<file path="src/rtl/ecall_pkg.sv">
// Shared types and constants for the ECALL control stage.
package ecall_pkg;

  typedef enum logic [2:0] {
    ST_IDLE,
    ST_DRAIN,
    ST_FIRE,
    ST_WAIT,
    ST_WB,
    ST_REDIRECT,
    ST_HALT
  } ecall_state_e;

  localparam logic [4:0]  REG_A0               = 5'd10;
  localparam int unsigned DEFAULT_EXIT_SYSCALL = 93;
  localparam int unsigned NUM_ARGS             = 8;

endpackage

</file>
<file path="src/rtl/ecall_arg_snapshot.sv">
// Eight-entry argument register bank (a0..a7) with load enable and sync reset.
module ecall_arg_snapshot
  import ecall_pkg::*;
#(
  parameter int unsigned DATA_WIDTH = 64
) (
  input  logic                                 clk,
  input  logic                                 reset,
  input  logic                                 load,
  input  logic [NUM_ARGS-1:0][DATA_WIDTH-1:0]  din,
  output logic [NUM_ARGS-1:0][DATA_WIDTH-1:0]  dout
);

  always_ff @(posedge clk) begin
    if (reset) begin
      dout <= '0;
    end else if (load) begin
      dout <= din;
    end
  end

endmodule

</file>
<file path="src/rtl/ecall_sequencer.sv">
// Freezes the pipeline around an ECALL, hands a0..a7 to the ecall block,
// writes the result back to x10, then redirects fetch or halts.
module ecall_sequencer
  import ecall_pkg::*;
#(
  parameter int unsigned DATA_WIDTH   = 64,
  parameter int unsigned ADDR_WIDTH   = 64,
  parameter int unsigned EXIT_SYSCALL = DEFAULT_EXIT_SYSCALL
) (
  input  logic                  clk,
  input  logic                  reset,
  input  logic                  ecall_valid,
  input  logic [ADDR_WIDTH-1:0] ecall_pc,
  input  logic                  pipe_empty,
  input  logic                  store_pending,
  input  logic [DATA_WIDTH-1:0] rf_a0,
  input  logic [DATA_WIDTH-1:0] rf_a1,
  input  logic [DATA_WIDTH-1:0] rf_a2,
  input  logic [DATA_WIDTH-1:0] rf_a3,
  input  logic [DATA_WIDTH-1:0] rf_a4,
  input  logic [DATA_WIDTH-1:0] rf_a5,
  input  logic [DATA_WIDTH-1:0] rf_a6,
  input  logic [DATA_WIDTH-1:0] rf_a7,
  input  logic                  flush,
  input  logic [DATA_WIDTH-1:0] a0_,
  output logic                  trigger,
  output logic [DATA_WIDTH-1:0] a0,
  output logic [DATA_WIDTH-1:0] a1,
  output logic [DATA_WIDTH-1:0] a2,
  output logic [DATA_WIDTH-1:0] a3,
  output logic [DATA_WIDTH-1:0] a4,
  output logic [DATA_WIDTH-1:0] a5,
  output logic [DATA_WIDTH-1:0] a6,
  output logic [DATA_WIDTH-1:0] a7,
  output logic                  stall,
  output logic                  rf_we,
  output logic [4:0]            rf_waddr,
  output logic [DATA_WIDTH-1:0] rf_wdata,
  output logic                  redirect_valid,
  output logic [ADDR_WIDTH-1:0] redirect_pc,
  output logic                  halt,
  output logic [31:0]           ecall_count
);

  ecall_state_e state, next_state;

  logic [ADDR_WIDTH-1:0]                pc_q;
  logic [DATA_WIDTH-1:0]                result_q;
  logic [ADDR_WIDTH-1:0]                redirect_pc_q;
  logic [31:0]                          count_q;
  logic                                 snap_load;
  logic                                 is_exit;
  logic [NUM_ARGS-1:0][DATA_WIDTH-1:0]  rf_args;
  logic [NUM_ARGS-1:0][DATA_WIDTH-1:0]  snap_args;

  assign rf_args = {rf_a7, rf_a6, rf_a5, rf_a4, rf_a3, rf_a2, rf_a1, rf_a0};

  ecall_arg_snapshot #(
    .DATA_WIDTH (DATA_WIDTH)
  ) u_snapshot (
    .clk   (clk),
    .reset (reset),
    .load  (snap_load),
    .din   (rf_args),
    .dout  (snap_args)
  );

  // Exit decision uses the snapshot, not the live register file.
  assign is_exit = (snap_args[7] == DATA_WIDTH'(EXIT_SYSCALL));

  always_ff @(posedge clk) begin
    if (reset) begin
      state         <= ST_IDLE;
      pc_q          <= '0;
      result_q      <= '0;
      redirect_pc_q <= '0;
      count_q       <= '0;
    end else begin
      state <= next_state;
      if (state == ST_IDLE && ecall_valid) begin
        pc_q <= ecall_pc;
      end
      if (state == ST_WAIT && flush) begin
        result_q <= a0_;
      end
      if (state == ST_WB) begin
        count_q <= count_q + 32'd1;
        if (!is_exit) begin
          redirect_pc_q <= pc_q + ADDR_WIDTH'(4);
        end
      end
    end
  end

  always_comb begin
    next_state     = state;
    trigger        = 1'b0;
    stall          = 1'b1;
    rf_we          = 1'b0;
    redirect_valid = 1'b0;
    halt           = 1'b0;
    snap_load      = 1'b0;
    unique case (state)
      ST_IDLE: begin
        stall = 1'b0;
        if (ecall_valid) next_state = ST_DRAIN;
      end
      ST_DRAIN: begin
        if (pipe_empty && !store_pending) begin
          snap_load  = 1'b1;
          next_state = ST_FIRE;
        end
      end
      ST_FIRE: begin
        trigger    = 1'b1;
        next_state = ST_WAIT;
      end
      ST_WAIT: begin
        if (flush) next_state = ST_WB;
      end
      ST_WB: begin
        rf_we      = 1'b1;
        next_state = is_exit ? ST_HALT : ST_REDIRECT;
      end
      ST_REDIRECT: begin
        redirect_valid = 1'b1;
        next_state     = ST_IDLE;
      end
      ST_HALT: begin
        halt = 1'b1;
      end
      default: next_state = ST_IDLE;
    endcase
  end

  assign rf_waddr    = REG_A0;
  assign rf_wdata    = result_q;
  assign redirect_pc = redirect_pc_q;
  assign ecall_count = count_q;

  assign a0 = snap_args[0];
  assign a1 = snap_args[1];
  assign a2 = snap_args[2];
  assign a3 = snap_args[3];
  assign a4 = snap_args[4];
  assign a5 = snap_args[5];
  assign a6 = snap_args[6];
  assign a7 = snap_args[7];

endmodule

</file>
<file path="config.mk">
export PLATFORM = sky130hd
export DESIGN_NAME = ecall_sequencer
export DESIGN_NICKNAME = d
export VERILOG_FILES = /design/src/rtl/ecall_pkg.sv /design/src/rtl/ecall_arg_snapshot.sv /design/src/rtl/ecall_sequencer.sv
export SDC_FILE = /design/constraint.sdc
export NUM_CORES = 2
export LEC_CHECK = 0
export ABC_AREA = 1
export CORE_AREA = 3 3 514 516
export DETAILED_ROUTE_END_ITERATION = 7
export DIE_AREA = 0 0 517 519
export GPL_TIMING_DRIVEN = 0
export PLACE_DENSITY = 0.31
export SLEW_MARGIN = 20
export SYNTH_ARGS = -nofsm -noshare
export SYNTH_HDL_FRONTEND = slang
export SYNTH_HIERARCHICAL = 1
export SYNTH_SLANG_ARGS = --single-unit
export TNS_END_PERCENT = 10
</file>
<file path="constraint.sdc">
create_clock -name clk -period 1.8 [get_ports clk]
set_input_delay 0.36 -clock clk [delete_from_list [all_inputs] [get_ports clk]]
set_output_delay 0.36 -clock clk [all_outputs]
set_load 0.02 [all_outputs]
</file>
==> reports/metrics.yaml <==
synth:
  synth_top_cells_by_count: "1,455 x nand2_1, 1,296 x nor2_1, 739 x dfxtp_1, 661 x inv_1, 177 x a21oi_1"
  synth_ff_type: "dfxtp_1"
  ys_types: 30
  synth_top_cell_by_area: "dfxtp_1"
  ys_seq_area_share_pct: 46.6
  synth_edf_count: 0
  syn_area_um2: 31800
  synth-seq-cells: 739
  synth_top_area_share_pct: 46.6
  synth_area_leaders: "dfxtp_1 47%, nand2_1 17%, nor2_1 15%, inv_1 7.8%, a21oi_1 2.8%"
  avgSynthCellArea_um2: 6.44
  yosysMostFrequentCell: "nand2_1"
  ys_warn_count: 6
  syn_inst: 4930
  async_reset_ff_share_pct: 0
cts:
  insertion_delay_ns: 0.75
  cts_buffer_depth: 3
  h-tree-depth: 3
  cts_made_buffers: 104
  clock-sinks: 739
  cts_root_buf: "clkbuf_16"
  cts_tree: "yes"
  hold_buffers: 0
  clk_pin_slew_ns: 0.06
setup_path:
  critPathTopFamily: "buffers and inverters"
  cpMostUsedCell: "buf_16"
  cp_data_required_time_ns: 2.46
  r2r_slack_ns: -0.38
  path_cells: "inv_4, nor3_4, inv_2, nor3_4, buf_12, buf_16, buf_16, clkbuf_16, buf_12, buf_16, nor2_1, nor2_1"
  crit_type: "flop to flop"
  cp-end-kind: "flop"
  worst_setup_path_start_kind: "flop"
  reg2regPathDepth: 12
  rr_endpoint: "u_snapshot/dout[317]"
  r2r_start: "state[0]"
  cp.arrival_ns: 2.84
  slowest_delay_ns: 0.39
  crit_buf_inv: 8
  critPathMaxFanout: 5
  cp_slowest_cell: "dfxtp_4"
final_layout:
  syn_to_final_growth_pct: 78.4
  postLayoutCellArea_um2: 56700
  drive_above_1_share_pct: 12.4
  stdcell_count: 9967
  n_fill_cell: 29304
  nets: 7108
min_path:
  hold_end: "rf_wdata[54]"
  hold_class: "input port to flop"
  hp-start: "a0_[54]"
  holdPathStages: 3
timing:
  period_needed_ns: 2.18
  final.setup_skew_ns: 0.0342
  final_hold_viol_count: 0
  period_share_pct: 121
  setup_viol: 1228
  relSlewSlack_pct: 35.9
  finalMaxSlewViolations: 0
  tns_ns: -291.43
  fmax_mhz: 458
  timing.final.ws_setup_ns: -0.384
  whs_ns: 0.196
  worst_pin_slew_ns: 0.961
  rsz0062_at_grt: "yes"
power_and_ir_drop:
  power_density_nw_per_um2: 1160
  p_leak_uw: 0.0247
  ir_drop_mv: 0.698
global_route:
  gr-usage-all-layers_pct: 17.0
  grt_pass1_vias: 35802
  grt_max_degree: 15
  grt_overflow: 0
  grt_pass1_wl_um: 314000
  antenna_found_initial: 94
drt:
  drc: 0
  num_vias: 35886
  detail_route.wl_per_cell_um: 24.1
  viasPerCell: 3.60
  routed_wl_um: 240000
  ant_nets: 0
  drt_pass1_iterations: 5
  drt_iter0_markers: 1785
floorplanning:
  die_h_um: 519
  ios: 1328
  rows: 187
  start_util_pct: 12.2
  die_w_um: 517
  core_area_um2: 260000
  die-area_um2: 268000
place:
  io_buffer_count: 1322
  dpl_cell_area_um2: 49300
  dp_cells: 9657
  finalWeightedCongestion: 0.896
  hpwl_um: 201000
  place_ws_ns: -2.04
run:
  maxCapViolCount: 0
status:
  status: "finished, violations left"
  violations: "setup timing"
-- how the worst max path moves through the flow --
| stage | from | to | slack [ns] | depth (start not counted) |
|---|---|---|---|---|
| 2_1_floorplan | ecall_count[0] | ecall_count[24] | 0.06 | 10 |
| 3_3_place_gp | store_pending | u_snapshot/dout[477] | -2.07 | 7 |
| 3_5_place_dp | store_pending | u_snapshot/dout[477] | -2.04 | 7 |
| 4_1_cts | u_snapshot/dout[449] | a7[1] | -0.49 | 1 |
| 5_1_grt | state[2] | u_snapshot/dout[183] | -0.46 | 11 |
| 6_report | state[0] | u_snapshot/dout[317] | -0.38 | 12 |
-- repair_timing --
item / 4_1_cts / 5_1_grt
pin swaps: 187 / 91
cloned: 22 / 25
setup buffers: 39 / 22
gates resized for setup: 785 / 458
setup endpoints to repair: 1394 / 1367
-- layer usage --
layer / GRT usage (%) / share of wire [%] / vias to the layer above
met2: 30.2 / 49 / 1268
met5: 0 / 0.17 / -
li1: - / - / 17705
met4: 3.21 / 1.9 / 62
met1: 18.5 / 38 / 16560
met3: 7.74 / 11 / 291
-- cell type report --
class                      count  area (um^2)  share of cell area [%]
clock buffer                 147         3060                    5.40
inverter                     666         2510                    4.44
buffer                       243         2230                    3.94
antenna                       21         52.6                  0.0928
clock inverter                43          636                    1.12
tap                         3402         4260                    7.51
timing repair buffer        1427        14700                    26.0
multi-input combinational   3279        14300                    25.3
sequential                   739        14900                    26.2
-- metrics by stage --
| stage | total power [uW] | utilization (%) |
|---|---|---|
| after floorplan | 29700 | - |
| final | 65600 | 21.8 |
| after detailed placement | 41000 | 19.0 |
| after global placement | 41000 | 19.0 |
| after global routing | 69200 | 21.8 |
| after CTS | 66100 | 21.2 |
-- tightest hold or removal path, delay by kind of cell --
family | cells | cell delay (ns)
AO/OA/AOI/OAI | 1 | 0.06
buffers and inverters | 1 | 0.40
AND/OR/NAND/NOR | 1 | 0.08
-- cells by family after synthesis --
logic type      share of synthesized area (%)
simple gates                             35.7
flops                                    46.6
other cells                            0.0237
compound gates                           4.78
fa+ha+maj                              0.0788
buf+inv                                  11.7
xor+xnor                                 1.13
-- where the power goes --
part,leakage (uW),internal (uW),switching [uW]
registers,0.00602,19000,2300
clock network,0.00182,13700,8890
logic,0.0169,9020,12700
total,0.0247,41700,23900
-- registers in the layout, indices dropped and copies added (netlist names) --
signal,flops
rf_wdata,64
redirect_pc,64
ecall_count,32
u_snapshot/dout,512
pc_q,64
state,3
-- cells in the final DEF (no fill, tap or decap), types with 67 or more instances in the layout --
| cell type | instances |
|---|---|
| a21oi_1 | 177 |
| clkbuf_1 | 96 |
| clkbuf_16 | 133 |
| clkbuf_2 | 67 |
| clkdlybuf4s50_1 | 1035 |
| dfxtp_1 | 706 |
| dlygate4sd2_1 | 150 |
| inv_1 | 659 |
| nand2_1 | 1352 |
| nand2_2 | 92 |
| nand3_1 | 106 |
| nor2_1 | 1192 |
| nor2_4 | 83 |
| o21ai_0 | 121 |
Note: power is estimated with default switching activity, not from simulation.
